==> src/rtl/hazard_unit.sv <==
// ----------------------------------------------------------------------------
// hazard_unit
//   Pipeline control for the 5-stage CPU (IF/ID/EX/MEM/WB). Produces the
//   enable (as ~stall) and clear (flush) controls of the inter-stage
//   registers plus the EX-stage forwarding mux selects.
//
//   Hazards handled:
//     - data forwarding from MEM (ALU result) and WB (result)
//     - load-use stall when a load in EX feeds an instruction in ID
//     - multi-cycle EX operations (MC FSM + down-counter)
//     - data-memory wait states (req/ack handshake, MEM FSM)
//
//   Handshake: mem_req_m is held high by the MEM instruction until
//   mem_ack_m is seen high on a clock edge; the access completes in the
//   cycle where both are high, so an ack in the same cycle as the request
//   costs no stall.
//
// Ports
//   clk, reset                 clock, asynchronous active-high reset
//   rs1_d, rs2_d               source registers of the instruction in ID
//   rs1_e, rs2_e, rd_e         source/destination registers in EX
//   rd_m, rd_w                 destination registers in MEM / WB
//   regwrite_m, regwrite_w     MEM / WB instruction writes its rd
//   memtoreg_e                 EX instruction is a load
//   mc_start_e                 EX instruction is a multi-cycle op
//   pc_src_e                   taken branch/jump resolved in EX
//   mem_req_m, mem_ack_m       data memory request / completion
//   fwd_a_e, fwd_b_e           00 regfile, 01 WB result, 10 MEM ALU result
//   stall_f/d/e/m              hold PC / IF-ID / ID-EX / EX-MEM
//   flush_d/e/m/w              bubble into IF-ID / ID-EX / EX-MEM / MEM-WB
//   mc_busy                    multi-cycle FSM is in MC_BUSY
//   stall_cycles               free-running count of cycles with stall_f=1
//   mc_state_o, mem_state_o    debug: current MC / MEM FSM state
//   mc_cnt_o                   debug: multi-cycle down-counter
// ----------------------------------------------------------------------------
module hazard_unit #(
  parameter int REG_BITS   = 4,
  parameter int MC_LATENCY = 4,
  parameter int ZERO_REG   = 1,
  localparam int CW = (MC_LATENCY > 2) ? $clog2(MC_LATENCY - 1) : 1
) (
  input  logic                clk,
  input  logic                reset,
  input  logic [REG_BITS-1:0] rs1_d,
  input  logic [REG_BITS-1:0] rs2_d,
  input  logic [REG_BITS-1:0] rs1_e,
  input  logic [REG_BITS-1:0] rs2_e,
  input  logic [REG_BITS-1:0] rd_e,
  input  logic [REG_BITS-1:0] rd_m,
  input  logic [REG_BITS-1:0] rd_w,
  input  logic                regwrite_m,
  input  logic                regwrite_w,
  input  logic                memtoreg_e,
  input  logic                mc_start_e,
  input  logic                pc_src_e,
  input  logic                mem_req_m,
  input  logic                mem_ack_m,
  output logic [1:0]          fwd_a_e,
  output logic [1:0]          fwd_b_e,
  output logic                stall_f,
  output logic                stall_d,
  output logic                stall_e,
  output logic                stall_m,
  output logic                flush_d,
  output logic                flush_e,
  output logic                flush_m,
  output logic                flush_w,
  output logic                mc_busy,
  output logic [31:0]         stall_cycles,
  output logic                mc_state_o,
  output logic                mem_state_o,
  output logic [CW-1:0]       mc_cnt_o
);

  typedef enum logic { MC_IDLE = 1'b0, MC_BUSY = 1'b1 } mc_state_t;
  typedef enum logic { M_IDLE  = 1'b0, M_WAIT  = 1'b1 } mem_state_t;

  // Counter load value: stall cycles still owed after the start cycle.
  localparam logic [CW-1:0] CNT_INIT = (MC_LATENCY > 1) ? CW'(MC_LATENCY - 2) : '0;
  localparam logic          MC_ON    = (MC_LATENCY > 1);

  mc_state_t     mc_state_q;
  mem_state_t    mem_state_q;
  logic [CW-1:0] mc_cnt_q;
  logic [31:0]   stall_cnt_q;

  logic          mem_stall;
  logic          mc_stall;
  logic          lw_stall;
  logic          any_stall;
  logic          ex_stall;

  // A register index may be matched only if it is not the hardwired zero.
  function automatic logic real_reg(input logic [REG_BITS-1:0] r);
    return !((ZERO_REG != 0) && (r == '0));
  endfunction

  function automatic logic [1:0] fwd_sel(input logic [REG_BITS-1:0] rs,
                                         input logic                 wr_m,
                                         input logic [REG_BITS-1:0] dst_m,
                                         input logic                 wr_w,
                                         input logic [REG_BITS-1:0] dst_w);
    logic [1:0] sel;
    sel = 2'b00;
    // MEM holds the younger value, so it wins over WB.
    if (wr_m && (dst_m == rs) && real_reg(dst_m)) begin
      sel = 2'b10;
    end else if (wr_w && (dst_w == rs) && real_reg(dst_w)) begin
      sel = 2'b01;
    end
    return sel;
  endfunction

  // --------------------------------------------------------------------------
  // Forwarding
  // --------------------------------------------------------------------------
  always_comb begin
    fwd_a_e = fwd_sel(rs1_e, regwrite_m, rd_m, regwrite_w, rd_w);
    fwd_b_e = fwd_sel(rs2_e, regwrite_m, rd_m, regwrite_w, rd_w);
  end

  // --------------------------------------------------------------------------
  // Stall sources
  // --------------------------------------------------------------------------
  always_comb begin
    mem_stall = mem_req_m && !mem_ack_m;

    lw_stall  = memtoreg_e && real_reg(rd_e) &&
                ((rd_e == rs1_d) || (rd_e == rs2_d));

    mc_stall  = 1'b0;
    if (mc_state_q == MC_IDLE) begin
      mc_stall = mc_start_e && MC_ON;
    end else begin
      mc_stall = (mc_cnt_q != '0);
    end
  end

  // --------------------------------------------------------------------------
  // Multi-cycle FSM. The counter only advances when EX is not frozen by a
  // memory wait. When the count has run out but a memory wait is freezing
  // the pipe, the op is still sitting in EX, so the FSM stays in MC_BUSY
  // until the op can actually leave; dropping to MC_IDLE early would see
  // the same op's mc_start_e again and restart it.
  // --------------------------------------------------------------------------
  always_ff @(posedge clk or posedge reset) begin
    if (reset) begin
      mc_state_q <= MC_IDLE;
      mc_cnt_q   <= '0;
    end else begin
      case (mc_state_q)
        MC_IDLE: begin
          if (mc_start_e && MC_ON && !mem_stall) begin
            mc_state_q <= MC_BUSY;
            mc_cnt_q   <= CNT_INIT;
          end
        end
        MC_BUSY: begin
          if (mc_cnt_q != '0) begin
            if (!mem_stall) begin
              mc_cnt_q <= mc_cnt_q - 1'b1;
            end
          end else if (!mem_stall) begin
            mc_state_q <= MC_IDLE;
          end
        end
        default: begin
          mc_state_q <= MC_IDLE;
          mc_cnt_q   <= '0;
        end
      endcase
    end
  end

  // --------------------------------------------------------------------------
  // Memory wait FSM (tracks whether the MEM access is outstanding).
  // --------------------------------------------------------------------------
  always_ff @(posedge clk or posedge reset) begin
    if (reset) begin
      mem_state_q <= M_IDLE;
    end else begin
      case (mem_state_q)
        M_IDLE:  if (mem_stall) mem_state_q <= M_WAIT;
        M_WAIT:  if (mem_ack_m) mem_state_q <= M_IDLE;
        default: mem_state_q <= M_IDLE;
      endcase
    end
  end

  // --------------------------------------------------------------------------
  // Output equations. Reset gates all stall/flush controls so they drop the
  // moment reset rises, independent of the input pins.
  // --------------------------------------------------------------------------
  always_comb begin
    any_stall = !reset && (mem_stall || mc_stall || lw_stall);
    ex_stall  = !reset && (mem_stall || mc_stall);

    stall_f = any_stall;
    stall_d = any_stall;
    stall_e = ex_stall;
    stall_m = !reset && mem_stall;

    flush_w = !reset && mem_stall;
    flush_m = !reset && mc_stall && !mem_stall;
    // A branch held in a frozen EX flushes on its first unstalled cycle.
    flush_e = !reset && (lw_stall || pc_src_e) && !ex_stall;
    flush_d = !reset && pc_src_e && !ex_stall;
  end

  // --------------------------------------------------------------------------
  // Stall statistics (wraps naturally at 2^32).
  // --------------------------------------------------------------------------
  always_ff @(posedge clk or posedge reset) begin
    if (reset) begin
      stall_cnt_q <= '0;
    end else if (any_stall) begin
      stall_cnt_q <= stall_cnt_q + 32'd1;
    end
  end

  assign stall_cycles = stall_cnt_q;
  assign mc_busy      = (mc_state_q == MC_BUSY);
  assign mc_state_o   = mc_state_q;
  assign mem_state_o  = mem_state_q;
  assign mc_cnt_o     = mc_cnt_q;

endmodule

==> config.mk <==
export PLATFORM = sky130hd
export DESIGN_NAME = hazard_unit
export DESIGN_NICKNAME = d
export VERILOG_FILES = /design/src/rtl/hazard_unit.sv
export SDC_FILE = /design/constraint.sdc
export NUM_CORES = 1
export LEC_CHECK = 0
export CORE_MARGIN = 4
export CORE_UTILIZATION = 35
export CTS_CLUSTER_DIAMETER = 50
export CTS_CLUSTER_SIZE = 24
export DETAILED_ROUTE_END_ITERATION = 10
export PLACE_DENSITY = 0.67
export SLEW_MARGIN = 5
export SYNTH_ARGS = -nofsm -noshare
export SYNTH_HDL_FRONTEND = slang
export SYNTH_SLANG_ARGS = --single-unit
==> constraint.sdc <==
create_clock -name clk -period 3.8 [get_ports clk]
set_input_delay 0.38 -clock clk [delete_from_list [all_inputs] [get_ports clk]]
set_output_delay 0.38 -clock clk [all_outputs]
set_load 0.01 [all_outputs]
After elaboration in Yosys (flattened, before gate mapping) --
Cells that the tools add are included. W data, S select, Z words.
Storage, ports and cells: flip-flop bits (word level) 36, input bits 37, output and inout port bits 49, logic and storage cells 69
Operators by class: add/sub/neg operators 2, equality and inequality tests 9, mux-type cells 15, bitwise gates (word level) 2, reduce and logical (&&, ||, !) cells 37
Operators with widths (number):
- $add A32 B1 Y32 const B | 1
- $eq A4 B4 Y1 | 6
- $logic_and A1 B1 Y1 | 21
- $logic_not A4 Y1 | 3
- $mux W2 | 5
- $logic_not A1 Y1 | 7
- $mux W1 | 7
- $logic_or A1 B1 Y1 | 4
- $ne A2 B1 Y1 const B | 2
- $pmux W1 S2 | 2
- $pmux W2 S2 | 1
- $reduce_and A3 Y1 | 1
- $ne A2 B2 Y1 const B | 1
- $not A1 Y1 | 2
- $reduce_bool A2 Y1 | 1
- $sub A2 B1 Y2 const B | 1

Depth between registers and ports, before layout --
word-level depth 7, mapped depth 9, gate-level depth less buffers 7

Worst setup path before layout --
OpenSTA, ideal clock, no wires.
path type input -> register, start point input reset, end point register stall_cnt_q[23] (netlist: stall_cycles[23]), setup time 79 ps, data arrival time 2138 ps, required time 3721 ps, setup slack 1582 ps, stages 7, buffers on the path 1, cells stage by stage inv_2 -> and4_4 -> nand4_4 -> or2_0 -> buf_6 -> nor4_4 -> xor2_1
On the way: cells in the longest elaborated chain, start to end 2
RTL lines:
- from (decl) | RTL line 43 | input logic reset,
- $logic_not A1 Y1 (no line)
- $logic_and A1 B1 Y1 | RTL line 195 | any_stall = !reset && (mem_stall || mc_stall || lw_stall);
- to (signal assigned) | RTL line 217 | stall_cnt_q <= stall_cnt_q + 32'd1;
- to (decl) | RTL line 85 | logic [31:0] stall_cnt_q;
Every way passes these cells. A chain may end at the register's enable or synchronous reset.

Worst setup path after layout --
start point register mc_cnt_q[0] (netlist: mc_cnt_o[0]), end point output stall_d
On the way: cells in the longest elaborated chain, start to end 5
RTL lines:
- from (decl) | RTL line 84 | logic [CW-1:0] mc_cnt_q;
- from (signal assigned) | RTL line 161 | mc_cnt_q <= mc_cnt_q - 1'b1;
- $reduce_bool A2 Y1 | RTL line 135 | mc_stall = (mc_cnt_q != '0);
- $mux W1 | RTL line 132 | if (mc_state_q == MC_IDLE) begin
- $logic_or A1 B1 Y1 (2 in a row) | RTL line 195
- $logic_and A1 B1 Y1 | RTL line 195
- to (decl) | RTL line 61 | output logic stall_d,
Every way passes these cells.

==> impl_metrics.py <==
metrics = {
    "clocking": {
        "clk_pin_slew_ps": 70,
        "cts-buffers-inserted": 5,
        "postCtsHoldBufs": 0,
        "cts_buffer_depth": 2,
        "cts.sinks": 36,
        "cts_tree": "built",
        "cts_setup_buffers": 0,
        "clk_latency_ps": 290,
        "clock_tree.htree_level_count": 2,
        "clockRootBuffer": "clkbuf_8",
        "cts_resized": 0,
    },
    "critical_path": {
        "worst_setup_path_end_kind": "output port",
        "crit_type": "reg -> out",
        "cp.required_ps": 3420,
        "cp_top_family": "simple AND/OR/NAND/NOR gates",
        "crit_path_max_fanout": 13,
        "crit_chain": "inv_1 -> ha_1 -> a21oi_1 -> or2_1 -> nor2_1 -> nor2_1 -> clkdlybuf4s50_1",
        "reg2reg_slack_ps": 1340,
        "worstSetupStartpointType": "flip-flop",
        "worst_ep_arrival_time_ps": 2860,
        "cpMostUsedCell": "nor2_1",
        "cp_slowest_cell": "nor2_1",
        "slowest_delay_ps": 650,
        "path_buf_inv": 2,
    },
    "final_layout": {
        "fin_util_pct": 53.4,
        "area_delta_synth_final_pct": 47.8,
        "instances_no_fill": 373,
        "fin_nets": 336,
        "final_cell_mix": "clkdlybuf4s50_1 (85), dfrtp_1 (36), xor2_1 (29)",
        "drive_gt1_share_pct": 7.72,
        "n_antenna_cell": 0,
        "layout_commonest_cell": "clkdlybuf4s50_1",
    },
    "detailed_routing": {
        "firstDrtPassIters": 4,
        "first_iter_violations": 88,
        "wl_um": 5370,
        "drc": 0,
        "wl_per_cell_um": 14.4,
        "ant_nets": 0,
        "drt-vias-per-instance": 4.81,
        "num_vias": 1795,
    },
    "die": {
        "fp-row-count": 28,
        "start_util_pct": 36.2,
        "dieArea_sq_um": 7430,
        "die_x_um": 86.2,
        "ioPinCount": 86,
        "die_h_um": 86.2,
        "coreArea_sq_um": 5920,
    },
    "pwr": {
        "ir_worst_vdd_mv": 0.292,
        "p_sw_share_pct": 30.7,
        "p_int_mw": 0.916,
        "combinationalPowerShare_pct": 34.3,
        "power_mw": 1.32,
        "p_seq_share_pct": 37.7,
        "powerDensity_nw_per_um2": 418,
        "switching_power_mw": 0.406,
        "pwr-share-clk_pct": 28.0,
        "leakagePower_nw": 1.38,
    },
    "outcome": {
        "outcome": "finished clean",
    },
    "yosys": {
        "ys_seq_elements": 36,
        "syn_inst": 212,
        "synthFlopType": "dfrtp_1",
        "syn_area_sq_um": 2140,
        "syn_nets": 251,
        "synth_edf_count": 0,
        "synthDistinctLibCells": 42,
        "synth_area_per_cell_sq_um": 10.1,
        "async_reset_ff_share_pct": 100,
        "synth_top_area_share_pct": 42.1,
        "yosysTopAreaCell": "dfrtp_1",
        "yosys_warnings": 0,
        "yosysSeqAreaShare_pct": 42.1,
        "synth.top_cells.by_area": "dfrtp_1 (42%), xor2_1 (12%), xnor2_1 (11%)",
    },
    "timing": {
        "hold_violations": 0,
        "timing.hold.ws_ps": 465,
        "finalSetupTns_ps": 0,
        "report.final.slew_viol_count": 0,
        "layout_worst_path_cycle_share_pct": 85.2,
        "setup_viol": 0,
        "max_slew.worst_pin.slew_ps": 932,
        "min_period_ps": 3240,
        "slew_headroom_pct": 37.9,
        "finClkSkew_ps": 5.95,
        "rsz0062_at_grt": "no",
        "fmax_mhz": 309,
    },
    "global_routing": {
        "grt_max_degree": 41,
        "antenna_found_initial": 0,
        "track_usage_pct": 14.9,
        "grt_pass1_wl_um": 8860,
        "grt_pass1_vias": 1840,
        "grt.overflow.total": 0,
    },
    "flow_run": {
        "maxCapViolations": 0,
    },
    "worst_hold_path": {
        "hp-class": "reg -> reg",
    },
    "placed_design": {
        "place_hpwl_um": 4170,
        "dpl.cell_count": 365,
        "gp_congestion": 0.779,
        "port_buffers": 85,
    },
}
[cell usage after synthesis, types with 2 or more instances]
cell / instances
a21oi_1: 4
and4_1: 2
buf_4: 4
dfrtp_1: 36
ha_1: 2
inv_1: 4
nand2_1: 16
nand3_1: 7
nand4_1: 8
nor2_1: 17
nor3_1: 19
nor3_2: 2
nor3b_1: 2
nor4_1: 4
nor4_4: 2
o41ai_1: 3
or2_1: 2
xnor2_1: 26
xor2_1: 29
[area by class of cell]
cell class	instances	area [sq um]
clock buffer	7	96.3
inverter	5	18.8
fill	542	2760
clock inverter	1	30.0
tap	75	93.8
multi-input combinational	163	1170
sequential	36	901
timing repair buffer	86	858
[worst reg2reg max path: cells and delay by family, from the launching register on]
family | cells | cell delay, ps
simple gates | 3 | 1170
flops | 1 | 410
mux | 1 | 320
fa+ha+maj | 1 | 250
compound gates | 1 | 100
buf+inv | 1 | 90
[sequential cells by signal (all words and copies together), names as in the netlist]
name	flops
mem_state_o	1
mc_busy	1
mc_cnt_o	2
stall_cycles	32
[cells by family after synthesis]
| kind of cell | Yosys count | synth area share (%) |
|---|---|---|
| AND/OR/NAND/NOR | 92 | 25.1 |
| multiplexers | 1 | 0.526 |
| flip-flops | 36 | 42.1 |
| AO/OA/AOI/OAI | 13 | 5.14 |
| XOR/XNOR | 55 | 22.5 |
| buffers and inverters | 13 | 3.45 |
| adder cells (fa/ha/maj) | 2 | 1.17 |
[worst paths after layout]
check	end	startpoint	depth (start not counted)
setup / recovery	stall_d	mc_cnt_o[0]	7
hold / removal	stall_cycles[31]	stall_cycles[31]	1
setup reg to reg	stall_cycles[1]	mc_cnt_o[0]	7
hold reg to reg	stall_cycles[31]	stall_cycles[31]	1
max in group asynchronous	stall_cycles[16]	reset	3
min in group asynchronous	stall_cycles[13]	reset	3
[power by group through the flow]
stage,logic (mW),clock network [mW],registers (mW)
after floorplan,0.220,0,0.524
after global placement,0.456,0,0.505
after detailed placement,0.460,0,0.506
after CTS,0.463,0.380,0.499
after global routing,0.495,0.393,0.514
final,0.453,0.370,0.499
[metrics by stage]
stage                     setup WS (ps)  area, sq um
final                               564         3160
after detailed placement            521         3040
after global placement              633         3040
after CTS                           498         3160
after global routing                335         3160
after floorplan                    1580         2140
[routing by layer]
metal	GRT usage (%)	share of wire [%]	vias up
li1	-	-	905
met1	19.2	45	842
met2	24.6	48	41
met3	3.33	5.0	7
met4	5.52	1.7	0
met5	0	0	-
Note: power is estimated with default switching activity, not from simulation.
